==> src/rtl/bit_grid_mem_if.sv <==
// Bundle of handshake and cell-access signals for bit_grid_mem.
// Ports (seen from the memory, modport slave):
//   load_start, load_valid, load_row   -> bulk load request and row data
//   load_ready, load_done              <- load handshake and completion pulse
//   dump_start, dump_ready             -> dump request and consumer acceptance
//   dump_valid, dump_row               <- dumped row and its valid flag
//   busy                               <- high while loading or dumping
//   index, wr_en, wr_val, rd_en        -> single-cell access by flat index
//   rd_data, idx_err                   <- registered read data and range error
// The master modport is the controller side with all directions reversed.
interface bit_grid_mem_if #(
  parameter int ROWS = 5,
  parameter int COLS = 5
) ();
  localparam int CELLS = ROWS * COLS;
  localparam int IDX_W = $clog2(CELLS);

  logic             load_start;
  logic             load_valid;
  logic             load_ready;
  logic [COLS-1:0]  load_row;
  logic             load_done;
  logic             dump_start;
  logic             dump_valid;
  logic             dump_ready;
  logic [COLS-1:0]  dump_row;
  logic             busy;
  logic [IDX_W-1:0] index;
  logic             wr_en;
  logic             wr_val;
  logic             rd_en;
  logic             rd_data;
  logic             idx_err;

  modport slave (
    input  load_start, load_valid, load_row, dump_start, dump_ready,
           index, wr_en, wr_val, rd_en,
    output load_ready, load_done, dump_valid, dump_row, busy, rd_data, idx_err
  );

  modport master (
    output load_start, load_valid, load_row, dump_start, dump_ready,
           index, wr_en, wr_val, rd_en,
    input  load_ready, load_done, dump_valid, dump_row, busy, rd_data, idx_err
  );
endinterface

==> src/rtl/bit_grid_mem.sv <==
// ROWS x COLS single-bit cell store for the grid datapath.
// Supports a row-serial bulk load, single-cell read/write by flat index
// (row*COLS+col) and a row-serial dump, both streams using valid/ready.
// Ports:
//   clk  - clock, rising edge
//   rst  - asynchronous, active-high reset; clears every cell and output
//   bus  - bit_grid_mem_if.slave carrying load/dump handshakes and cell ops
// Row data bit c maps to cell r*COLS+c for both load_row and dump_row.
module bit_grid_mem #(
  parameter int ROWS = 5,
  parameter int COLS = 5
) (
  input  logic          clk,
  input  logic          rst,
  bit_grid_mem_if.slave bus
);
  localparam int CELLS = ROWS * COLS;
  localparam int ROW_W = (ROWS > 2) ? $clog2(ROWS) : 1;

  typedef enum logic [1:0] {
    IDLE,
    LOAD,
    DUMP
  } state_t;

  state_t           state;
  logic [ROW_W-1:0] row;
  logic [CELLS-1:0] grid;

  logic last_row;
  logic in_range;

  // The row counter tops out at ROWS-1; reaching it ends a stream.
  // Grids whose cell count is not a power of two can be addressed past the
  // end, so every cell op checks the index first.
  always_comb begin
    last_row = (row == ROW_W'(ROWS - 1));
    in_range = (int'(bus.index) < CELLS);
  end

  // Single sequential block holding the FSM, the cell array and every
  // registered output. Cell ops are only honoured in IDLE so the streams see
  // a frozen array; the read uses the pre-edge array value, which gives
  // read-before-write when rd_en and wr_en hit the same cell.
  always_ff @(posedge clk or posedge rst) begin
    if (rst) begin
      state          <= IDLE;
      row            <= '0;
      grid           <= '0;
      bus.load_ready <= 1'b0;
      bus.load_done  <= 1'b0;
      bus.dump_valid <= 1'b0;
      bus.dump_row   <= '0;
      bus.busy       <= 1'b0;
      bus.rd_data    <= 1'b0;
      bus.idx_err    <= 1'b0;
    end else begin
      bus.load_done <= 1'b0;
      case (state)
        IDLE: begin
          // load_start has priority; a simultaneous dump_start is dropped.
          if (bus.load_start) begin
            state          <= LOAD;
            row            <= '0;
            bus.load_ready <= 1'b1;
            bus.busy       <= 1'b1;
          end else if (bus.dump_start) begin
            state          <= DUMP;
            row            <= '0;
            bus.dump_valid <= 1'b1;
            bus.dump_row   <= grid[0 +: COLS];
            bus.busy       <= 1'b1;
          end
          if (bus.rd_en || bus.wr_en) begin
            if (in_range) begin
              bus.idx_err <= 1'b0;
              if (bus.rd_en) bus.rd_data <= grid[bus.index];
              if (bus.wr_en) grid[bus.index] <= bus.wr_val;
            end else begin
              bus.idx_err <= 1'b1;
              if (bus.rd_en) bus.rd_data <= 1'b0;
            end
          end
        end

        LOAD: begin
          // load_ready is high for the whole of LOAD, so load_valid alone
          // marks an accepted row.
          if (bus.load_valid) begin
            grid[int'(row) * COLS +: COLS] <= bus.load_row;
            if (last_row) begin
              state          <= IDLE;
              row            <= '0;
              bus.load_ready <= 1'b0;
              bus.busy       <= 1'b0;
              bus.load_done  <= 1'b1;
            end else begin
              row <= row + 1'b1;
            end
          end
        end

        DUMP: begin
          // dump_row only moves on an accepted transfer, so it stays stable
          // across consumer stalls.
          if (bus.dump_ready) begin
            if (last_row) begin
              state          <= IDLE;
              row            <= '0;
              bus.dump_valid <= 1'b0;
              bus.busy       <= 1'b0;
            end else begin
              row          <= row + 1'b1;
              bus.dump_row <= grid[(int'(row) + 1) * COLS +: COLS];
            end
          end
        end

        default: state <= IDLE;
      endcase
    end
  end
endmodule

==> src/flat_wrapper.sv <==
// flat-port wrapper written by rule: the top's interface ports become plain ports
module bit_grid_mem_flat 
#(
  parameter int ROWS = 5,
  parameter int COLS = 5
)
  (clk, rst, bus_load_start, bus_load_valid, bus_load_row, bus_dump_start, bus_dump_ready, bus_index, bus_wr_en, bus_wr_val, bus_rd_en, bus_load_ready, bus_load_done, bus_dump_valid, bus_dump_row, bus_busy, bus_rd_data, bus_idx_err);
  bit_grid_mem_if #(.ROWS(ROWS), .COLS(COLS)) bus_i ();
  input  logic clk;
  input  logic rst;
  input wire logic [$bits(bus_i.load_start)-1:0] bus_load_start;
  input wire logic [$bits(bus_i.load_valid)-1:0] bus_load_valid;
  input wire logic [$bits(bus_i.load_row)-1:0] bus_load_row;
  input wire logic [$bits(bus_i.dump_start)-1:0] bus_dump_start;
  input wire logic [$bits(bus_i.dump_ready)-1:0] bus_dump_ready;
  input wire logic [$bits(bus_i.index)-1:0] bus_index;
  input wire logic [$bits(bus_i.wr_en)-1:0] bus_wr_en;
  input wire logic [$bits(bus_i.wr_val)-1:0] bus_wr_val;
  input wire logic [$bits(bus_i.rd_en)-1:0] bus_rd_en;
  output wire logic [$bits(bus_i.load_ready)-1:0] bus_load_ready;
  output wire logic [$bits(bus_i.load_done)-1:0] bus_load_done;
  output wire logic [$bits(bus_i.dump_valid)-1:0] bus_dump_valid;
  output wire logic [$bits(bus_i.dump_row)-1:0] bus_dump_row;
  output wire logic [$bits(bus_i.busy)-1:0] bus_busy;
  output wire logic [$bits(bus_i.rd_data)-1:0] bus_rd_data;
  output wire logic [$bits(bus_i.idx_err)-1:0] bus_idx_err;
  assign bus_i.load_start = bus_load_start;
  assign bus_i.load_valid = bus_load_valid;
  assign bus_i.load_row = bus_load_row;
  assign bus_i.dump_start = bus_dump_start;
  assign bus_i.dump_ready = bus_dump_ready;
  assign bus_i.index = bus_index;
  assign bus_i.wr_en = bus_wr_en;
  assign bus_i.wr_val = bus_wr_val;
  assign bus_i.rd_en = bus_rd_en;
  assign bus_load_ready = bus_i.load_ready;
  assign bus_load_done = bus_i.load_done;
  assign bus_dump_valid = bus_i.dump_valid;
  assign bus_dump_row = bus_i.dump_row;
  assign bus_busy = bus_i.busy;
  assign bus_rd_data = bus_i.rd_data;
  assign bus_idx_err = bus_i.idx_err;
  bit_grid_mem #(.ROWS(ROWS), .COLS(COLS)) u_core (.clk(clk), .rst(rst), .bus(bus_i));
endmodule
==> config.mk <==
export PLATFORM = sky130hd
export DESIGN_NAME = bit_grid_mem_flat
export DESIGN_NICKNAME = d
export VERILOG_FILES = /design/src/rtl/bit_grid_mem_if.sv /design/src/rtl/bit_grid_mem.sv /design/src/flat_wrapper.sv
export SDC_FILE = /design/constraint.sdc
export NUM_CORES = 1
export LEC_CHECK = 0
export CAP_MARGIN = 20
export CORE_MARGIN = 8
export CORE_UTILIZATION = 39
export DETAILED_ROUTE_END_ITERATION = 10
export PLACE_DENSITY = 0.7
export SLEW_MARGIN = 20
export SYNTH_ARGS = -nofsm -noshare
export SYNTH_HDL_FRONTEND = slang
export SYNTH_SLANG_ARGS = --single-unit
==> constraint.sdc <==
create_clock -name clk -period 3.7 [get_ports clk]
set_input_delay 0.74 -clock clk [delete_from_list [all_inputs] [get_ports clk]]
set_output_delay 0.74 -clock clk [all_outputs]
set_load 0.01 [all_outputs]
# Word-level counts from Yosys, hierarchy flattened
# Index checks and enable logic that the tools add are counted.
# classes
add_sub_neg,3
n_mul,2
order_cmp,3
eq_ne,15
n_shift,3
n_mux,48
n_reduce_logical,14
# ops
cell,n
25-bit two-way mux,4
25-bit bitwise mux,2
25-bit one-hot mux with 2 select lines,1
32-bit negation with 33-bit output,1
"5-bit by 33-bit variable shift with 25-bit output, first input constant",1
5-bit by 33-bit variable part select with 25-bit output,1
"32-bit by 4-bit multiplier with 32-bit output, second input constant",1
25-bit by 32-bit variable part select with 5-bit output,1
5-bit two-way mux,4
1-bit two-way mux,19
3-bit two-way mux,5
5-bit AND reduction,3
"2-bit inequality test, second input constant",7
2-bit two-way mux,5
5-bit one-hot mux with 2 select lines,1
3-bit one-hot mux with 3 select lines,1
"2-bit by 1-bit inequality test with 1-bit output, second input constant",4
4-bit AND reduction,2
"5-bit by 6-bit less-than comparator with 1-bit output, second input constant",1
"3-bit by 3-bit multiplier with 6-bit output, second input constant",1
2-bit one-hot mux with 3 select lines,1
3-bit AND reduction,2
1-bit binary-select mux with 5-bit select,1
1-bit demux with 5-bit select,1
other kinds (16),18
# totals
ff_bits,41
in_bits,19
elab_cells,98

# Longest topological paths before layout
# Gate-level depths: netlist (run 1).
# logic_depth
depth_word,9
mapped_depth,13
depth_no_buf,10

# Worst setup path after synthesis (run 1)
# Ideal clock, no wire load.
# synth_timing
path_type,register -> register
from,register u_core.row[0]
to,register u_core.bus.dump_row[3]
t_arrival_ns,3.402
required_ns,3.613
slack_ns,0.211
stages_incl_launch_ff,14
n_path_buf,3
path_cell_list,dfrtp_1 buf_2 inv_1 clkbuf_1 ha_1 ha_1 ha_1 fa_1 clkbuf_1 nand4_1 nor4_1 a32o_1 mux2i_1 o211ai_1
# synth_between
elab_chain_len,6
# synth_lines
item,line_no,rtl
from (decl),bit_grid_mem.sv:27,logic [ROW_W-1:0] row;
from (signal assigned),bit_grid_mem.sv:98,row <= row + 1'b1;
from (signal assigned),bit_grid_mem.sv:113,row <= row + 1'b1;
3-bit by 1-bit adder with 4-bit output,bit_grid_mem.sv:114,bus.dump_row <= grid[(int'(row) + 1) * COLS +: COLS];
32-bit by 4-bit multiplier with 32-bit output,bit_grid_mem.sv:114,
25-bit by 32-bit variable part select with 5-bit output,bit_grid_mem.sv:114,
5-bit two-way mux,bit_grid_mem.sv:107,if (last_row) begin
5-bit two-way mux,bit_grid_mem.sv:106,if (bus.dump_ready) begin
5-bit one-hot mux with 2 select lines,bit_grid_mem.sv:59,case (state)
to (signal assigned),bit_grid_mem.sv:71,bus.dump_row <= grid[0 +: COLS];
to (signal assigned),bit_grid_mem.sv:114,
to (decl),bit_grid_mem_if.sv:38,"output load_ready, load_done, dump_valid, dump_row, busy, rd_data, idx_err"
# Parallel ways exist; a longest one is shown, timed or not. The select of a mux whose other input is x is not followed.
# A chain may end at the register's enable or synchronous reset.

# Final worst setup path (run 1)
# layout_timing
from,register u_core.row[1]
to,register u_core.bus.dump_row[1]
# The elaborated chain is that of the path after synthesis.

==> key figures, run 1 <==
Route
  – DR WL/cell: 19.8 µm
  – DRT iter0 DRCs: 276
  – Total Wirelength: 11.8 mm
  – Remaining antenna violation count after routing: 0
  – DRC Markers: 0
  – Drt via density: 6.36
  – Via count: 3779
  – Pre-antenna DRT Iters: 5

Critical path
  – R2R setup slack: 570 ps
  – WS Path Type: register to register
  – Critical path required time: 3890 ps
  – Startpoint types: register
  – RR Endpoint: u_core.bus.dump_row[1]$_DFFE_PP0P_
  – CP Capture Type: register
  – Worst r2r src: u_core.row[1]$_DFFE_PP0P_
  – Worst EP arrival: 3320 ps
  – R2r worst-path depth: 9
  – Critical path fanouts, max: 9
  – CP startpoint: u_core.row[1]$_DFFE_PP0P_

Final layout
  – Commonest non-fill, non-tap cell in the layout: nand2_1
  – Layout cells sized above 1: 13.7%
  – # diodes: 0
  – Final #Nets: 494
  – P&R area growth vs syn: 13.8%
  – Most frequent cells in the layout: nand2_1, dfrtp_1, o21ai_0

Hold path
  – Hold Crit Depth: 2
  – Sink of the worst hold path: u_core.bus.dump_valid$_DFFE_PP0P_
  – HP Class: register to register
  – Min-delay src: u_core.bus.dump_valid$_DFFE_PP0P_

STA
  – Hold Vio Cnt, Final: 0
  – Clock Skews: 4.80 ps
  – RSZ-0062 raised after global routing: false
  – Post-route setup TNS: 0 ps
  – Slew Viols, Final: 0
  – Minimum clock period: 3130 ps
  – Worst slew margin: 46.3%
  – Top achievable clock speed: 320 MHz
  – Setup-failing EPs final: 0
  – Final hold slack: 510 ps
  – Final period util: 84.5%
  – Final worst slack: 574 ps
  – Measured slew at the worst slew-check pin: 804 ps

Floorplanning
  – Ports: 30
  – Initial Utilization: 40.0%
  – Die Y-Extent: 116 µm
  – Width of the die: 116 µm
  – Die area: 13400 µm²
  – Num rows: 36
  – Core area: 9730 µm²

Yosys
  – Mapped Nets: 472
  – Synth Warn #: 0
  – Post-Syn Area per Cell: 8.89 µm²
  – Asr flop ratio synth: 100%
  – Unique masters post-synth: 59
  – Post-synth top flop: dfrtp_1
  – Seq/Total Area, Yosys: 26.4%
  – Syn Inst Count: 438
  – Mapped cell area: 3890 µm²
  – EDFF count, synth: 0
  – Flops & latches, synth: 41

Clocking
  – Clock sink count: 41
  – Worst-path clk slew: 80 ps
  – CTS Hold Buffers Added: 0
  – Post-CTS Setup Bufs: 0
  – CTS Buf Count: 5
  – Maximum clock insertion buffer count: 2
  – Clock Latency Late Sink: 310 ps
  – Root Buffer: clkbuf_8
  – CTS tree: built
  – Post-cts sizing count: 0
  – CTS H-tree depth: 2

Pwr
  – Pwr/cell area: 818 nW/µm²
  – Worst VDD drop: 0.000450 V
  – Static leakage: 0.00175 µW

Place
  – DP Worst Slack: 664 ps
  – Detailed Place HPWL: 8.68 mm
  – Gpl congestion: 0.919
  – PortBufs: 29

GRT
  – Initial antenna violation count: 0
  – First-pass GRT wire length: 19.2 mm
  – Vias in the first global route: 3664
  – Grt ovf: 0
  – Aggregate global-route resource usage: 18.0%
  – Largest net degree at the start of global routing: 49

Run status
  – Status: completed

Run
  – Max cap viols: 0
worst max-delay path, cell delays in order, from the launching register on:
cell     delay [ps]
dfrtp_1         450
inv_1           130
ha_2            300
ha_1            280
ha_1            240
fa_1            690
nor2b_1         230
o21ai_0         170
o311a_1         380
o32ai_1         160
worst max-delay path by stage:
stage | cells past startpoint | slack [ps] | endpoint
finish | 9 | 570 | u_core.bus.dump_row[1]$_DFFE_PP0P_
CTS | 9 | 640 | u_core.bus.dump_row[1]$_DFFE_PP0P_
global placement | 7 | 710 | u_core.grid[15]$_DFFE_PP0P_
global route | 10 | 370 | u_core.bus.dump_row[2]$_DFFE_PP0P_
detailed placement | 9 | 660 | u_core.bus.dump_row[1]$_DFFE_PP0P_
floorplan | 13 | 210 | u_core.bus.dump_row[3]$_DFFE_PP0P_
final cells by class:
| type | count | area [µm²] |
|---|---|---|
| fillers | 987 | 5300 |
| multi-input cells | 354 | 2690 |
| flip-flops and latches | 41 | 1030 |
| repair buffers | 46 | 418 |
| well taps | 133 | 166 |
| clock buffers | 5 | 68.8 |
| inverters | 12 | 45.0 |
| clock inverters | 3 | 17.5 |
logic make-up (layout without fill, tap and decap cells):
logic type | after synthesis | in the layout | synth area share (%)
AO/OA/AOI/OAI | 140 | 140 | 24.4
multiplexers | 63 | 63 | 21.7
XOR/XNOR | 2 | 2 | 0.450
AND/OR/NAND/NOR | 134 | 134 | 17.4
adder cells (fa/ha/maj) | 15 | 15 | 5.01
buffers and inverters | 43 | 66 | 4.66
flip-flops | 41 | 41 | 26.4
flip-flops by register name, summed over array words and instances, names as in the netlist:
| name | flops |
|---|---|
| u_core.bus.busy | 1 |
| u_core.bus.load_ready | 1 |
| u_core.bus.load_done | 1 |
| u_core.state | 2 |
| u_core.row | 3 |
| u_core.bus.idx_err | 1 |
| u_core.grid | 25 |
| u_core.bus.dump_valid | 1 |
| u_core.bus.rd_data | 1 |
| u_core.bus.dump_row | 5 |
metal layers:
layer | up-vias | part of all wire, % | routed length, µm | track usage [%]
met3 | 42 | 8.6 | 1010 | 3.70
met2 | 198 | 44 | 5190 | 27.4
met4 | 0 | 3.8 | 446 | 9.16
li1 | 1720 | - | - | -
met5 | - | 0 | 0 | 0
met1 | 1819 | 43 | 5110 | 23.6
power breakdown:
| group | switching [µW] | internal [µW] | leakage [µW] |
|---|---|---|---|
| Sequential | 277 | 620 | 0.000511 |
| Combinational | 1330 | 1100 | 0.00120 |
| Clock | 175 | 131 | 0.0000439 |
| Total | 1780 | 1850 | 0.00175 |
cell usage after synthesis (all sizes together), types with 11 or more instances:
| cell | count | area share [%] |
|---|---|---|
| nand2 | 45 | 4.3 |
| ha | 14 | 4.5 |
| inv | 11 | 1.1 |
| mux2i | 30 | 7.7 |
| nand3 | 12 | 1.5 |
| dfrtp | 41 | 26 |
| o21ai | 33 | 4.2 |
| buf | 14 | 1.9 |
| a21oi | 30 | 4.0 |
| clkbuf | 17 | 1.6 |
| mux2 | 18 | 5.3 |
| mux4 | 15 | 8.7 |
| o211ai | 11 | 2.1 |
| nor2 | 19 | 1.8 |
per-stage QoR:
stage | util, % | std cells | power, µW | area (µm²)
after floorplan | - | 438 | 2610 | 3890
after detailed placement | 44.6 | 586 | 3270 | 4340
after global routing | 45.5 | 594 | 3880 | 4430
after global placement | 44.6 | 586 | 3230 | 4340
after CTS | 45.5 | 594 | 3590 | 4430
final | 45.5 | 594 | 3620 | 4430
Note: power is estimated with default switching activity, not from simulation.
==> run 2, diff against run 1 <==
clock period = 2.8 ns   (was 3.7 ns; I/O delays follow)
==> key figures, run 2 (synthesized netlist as in run 1, its figures left out) <==
Place
  – PortBufs: 29
  – Dpl cells: 600
  – Cell Area, Placed: 4500 µm²
  – Gpl congestion: 0.946
  – Detailed Place HPWL: 9.04 mm

Final layout
  – Max FFs per register: 25
  – Register area: 1030 µm²
  – Most frequent cells in the layout: nand2_1, dfrtp_1, buf_4
  – Post-Layout Cell Count: 613
  – Commonest non-fill, non-tap cell in the layout: nand2_1
  – Top reg by flops: u_core.grid
  – Post-route cell area: 4730 µm²
  – Layout cells sized above 1: 20.6%
  – Top flop regs: u_core.grid x25, u_core.bus.dump_row x5, u_core.row x3
  – # diodes: 0
  – P&R area growth vs syn: 21.4%
  – Layout fillers: 963
  – Final #Nets: 513
  – Area of the multi-input gates: 2790 µm²

Pwr
  – Worst VDD drop: 0.000516 V
  – Tot Pwr: 5150 µW
  – Pwr/cell area: 1090 nW/µm²
  – Static leakage: 0.00186 µW

Floorplanning
  – Width of the die: 116 µm
  – Ports: 30
  – Core area: 9730 µm²
  – Num rows: 36
  – Die area: 13400 µm²
  – Initial Utilization: 40.0%
  – Die Y-Extent: 116 µm

Route
  – Pre-antenna DRT Iters: 5
  – DR WL/cell: 20.1 µm
  – Via count: 3781
  – DRT iter0 DRCs: 198
  – Drt via density: 6.17
  – DRC Markers: 0
  – Remaining antenna violation count after routing: 0
  – Total Wirelength: 12.3 mm

GRT
  – Grt ovf: 0
  – Initial antenna violation count: 0
  – Vias in the first global route: 3687
  – Largest net degree at the start of global routing: 42
  – Aggregate global-route resource usage: 18.4%
  – First-pass GRT wire length: 19.6 mm

Critical path
  – Cell family with most CP delay: adder cells
  – Largest stage delay, worst path: 610 ps
  – Critical path required time: 3020 ps
  – Critical Path Most Common Cell: ha_4
  – Slowest cell on crit path: fa_2
  – Critical path fanouts, max: 4
  – Worst EP arrival: 2890 ps
  – Startpoint types: register
  – WS Path Type: register to register
  – CP Capture Type: register
  – CP cell instances: inv_2 -> ha_4 -> ha_4 -> ha_4 -> fa_2 -> nand4_1 -> nor4_4 -> a32o_1 -> mux2i_1 -> o211ai_1
  – WP buf/inv: 1

Clocking
  – CTS tree: built
  – CTS H-tree depth: 2
  – Clock Latency Late Sink: 320 ps
  – Clock sink count: 41
  – Maximum clock insertion buffer count: 2
  – Root Buffer: clkbuf_8
  – Worst-path clk slew: 100 ps
  – CTS Hold Buffers Added: 0
  – CTS Buf Count: 5

Hold path
  – HP Class: register to register

STA
  – Worst slew margin: 54.8%
  – Clock Skews: 17.7 ps
  – Top achievable clock speed: 375 MHz
  – Measured slew at the worst slew-check pin: 676 ps
  – Hold Vio Cnt, Final: 0
  – Post-route setup TNS: 0 ps
  – Final period util: 95.3%
  – Minimum clock period: 2670 ps
  – Slew Viols, Final: 0
  – RSZ-0062 raised after global routing: true
  – Setup-failing EPs final: 0

Run status
  – Status: completed

Run
  – Max cap viols: 0
## run 2: cell count changes in the layout (fill, tap and decap cells not counted), moves of 3 or more
cell / previous run / this run
ha_1: 13 / 9
inv_1: 11 / 8
dfrtp_1: 41 / 38
ha_4: 0 / 4
dfrtp_2: 0 / 3
buf_4: 17 / 35
## run 2: metrics by stage
stage | util [%] | worst slack, ps | hold WS [ps]
after detailed placement | 46.2 | -8.71 | 481
after global routing | 48.6 | -30.1 | 511
after global placement | 46.2 | 19.4 | 480
after floorplan | - | 3.23 | 518
final | 48.6 | 133 | 498
after CTS | 47.5 | 20.3 | 503
## run 2: power by group
group	internal [µW]	leakage [µW]	switching [µW]	total, µW
Combinational	1630	0.00129	1810	3440
Sequential	822	0.000507	370	1190
Clock	268	0.0000585	249	517
## run 2: routing by layer
layer | track usage [%] | vias to the layer above | part of all wire (%)
li1 | - | 1756 | -
met1 | 24.2 | 1814 | 44
met2 | 29.3 | 182 | 46
met3 | 3.86 | 29 | 7.3
met4 | 6.31 | 0 | 2.7
met5 | 0 | - | 0
## run 2: what timing repair did
action | 4_1_cts | 5_1_grt
buffers inserted | 0 | 5
hold endpoints to repair | 0 | 0
resized for setup | 1 | 16
pin swaps | 0 | 6
setup endpoints to repair | 2 | 5
## run 2: final timing paths
kind,endpoint,startpoint,slack (ps),cells past startpoint
worst max-delay path,u_core.bus.dump_row[3]$_DFFE_PP0P_,u_core.row[1]$_DFFE_PP0P_,130,10
worst min-delay path,u_core.bus.load_ready$_DFFE_PP0P_,u_core.bus.load_ready$_DFFE_PP0P_,500,1
worst max register to register,u_core.bus.dump_row[3]$_DFFE_PP0P_,u_core.row[1]$_DFFE_PP0P_,130,10
worst min register to register,u_core.bus.load_ready$_DFFE_PP0P_,u_core.bus.load_ready$_DFFE_PP0P_,500,1
max in group asynchronous,u_core.row[0]$_DFFE_PP0P_,rst,1660,3
min in group asynchronous,u_core.grid[17]$_DFFE_PP0P_,rst,680,3
## run 2: final cells by class
type | instances | area share [%]
inverters | 12 | 1.11
clock buffers | 5 | 1.46
well taps | 133 | 3.52
flip-flops and latches | 41 | 21.8
multi-input cells | 354 | 59.1
clock inverters | 3 | 0.926
repair buffers | 65 | 12.1
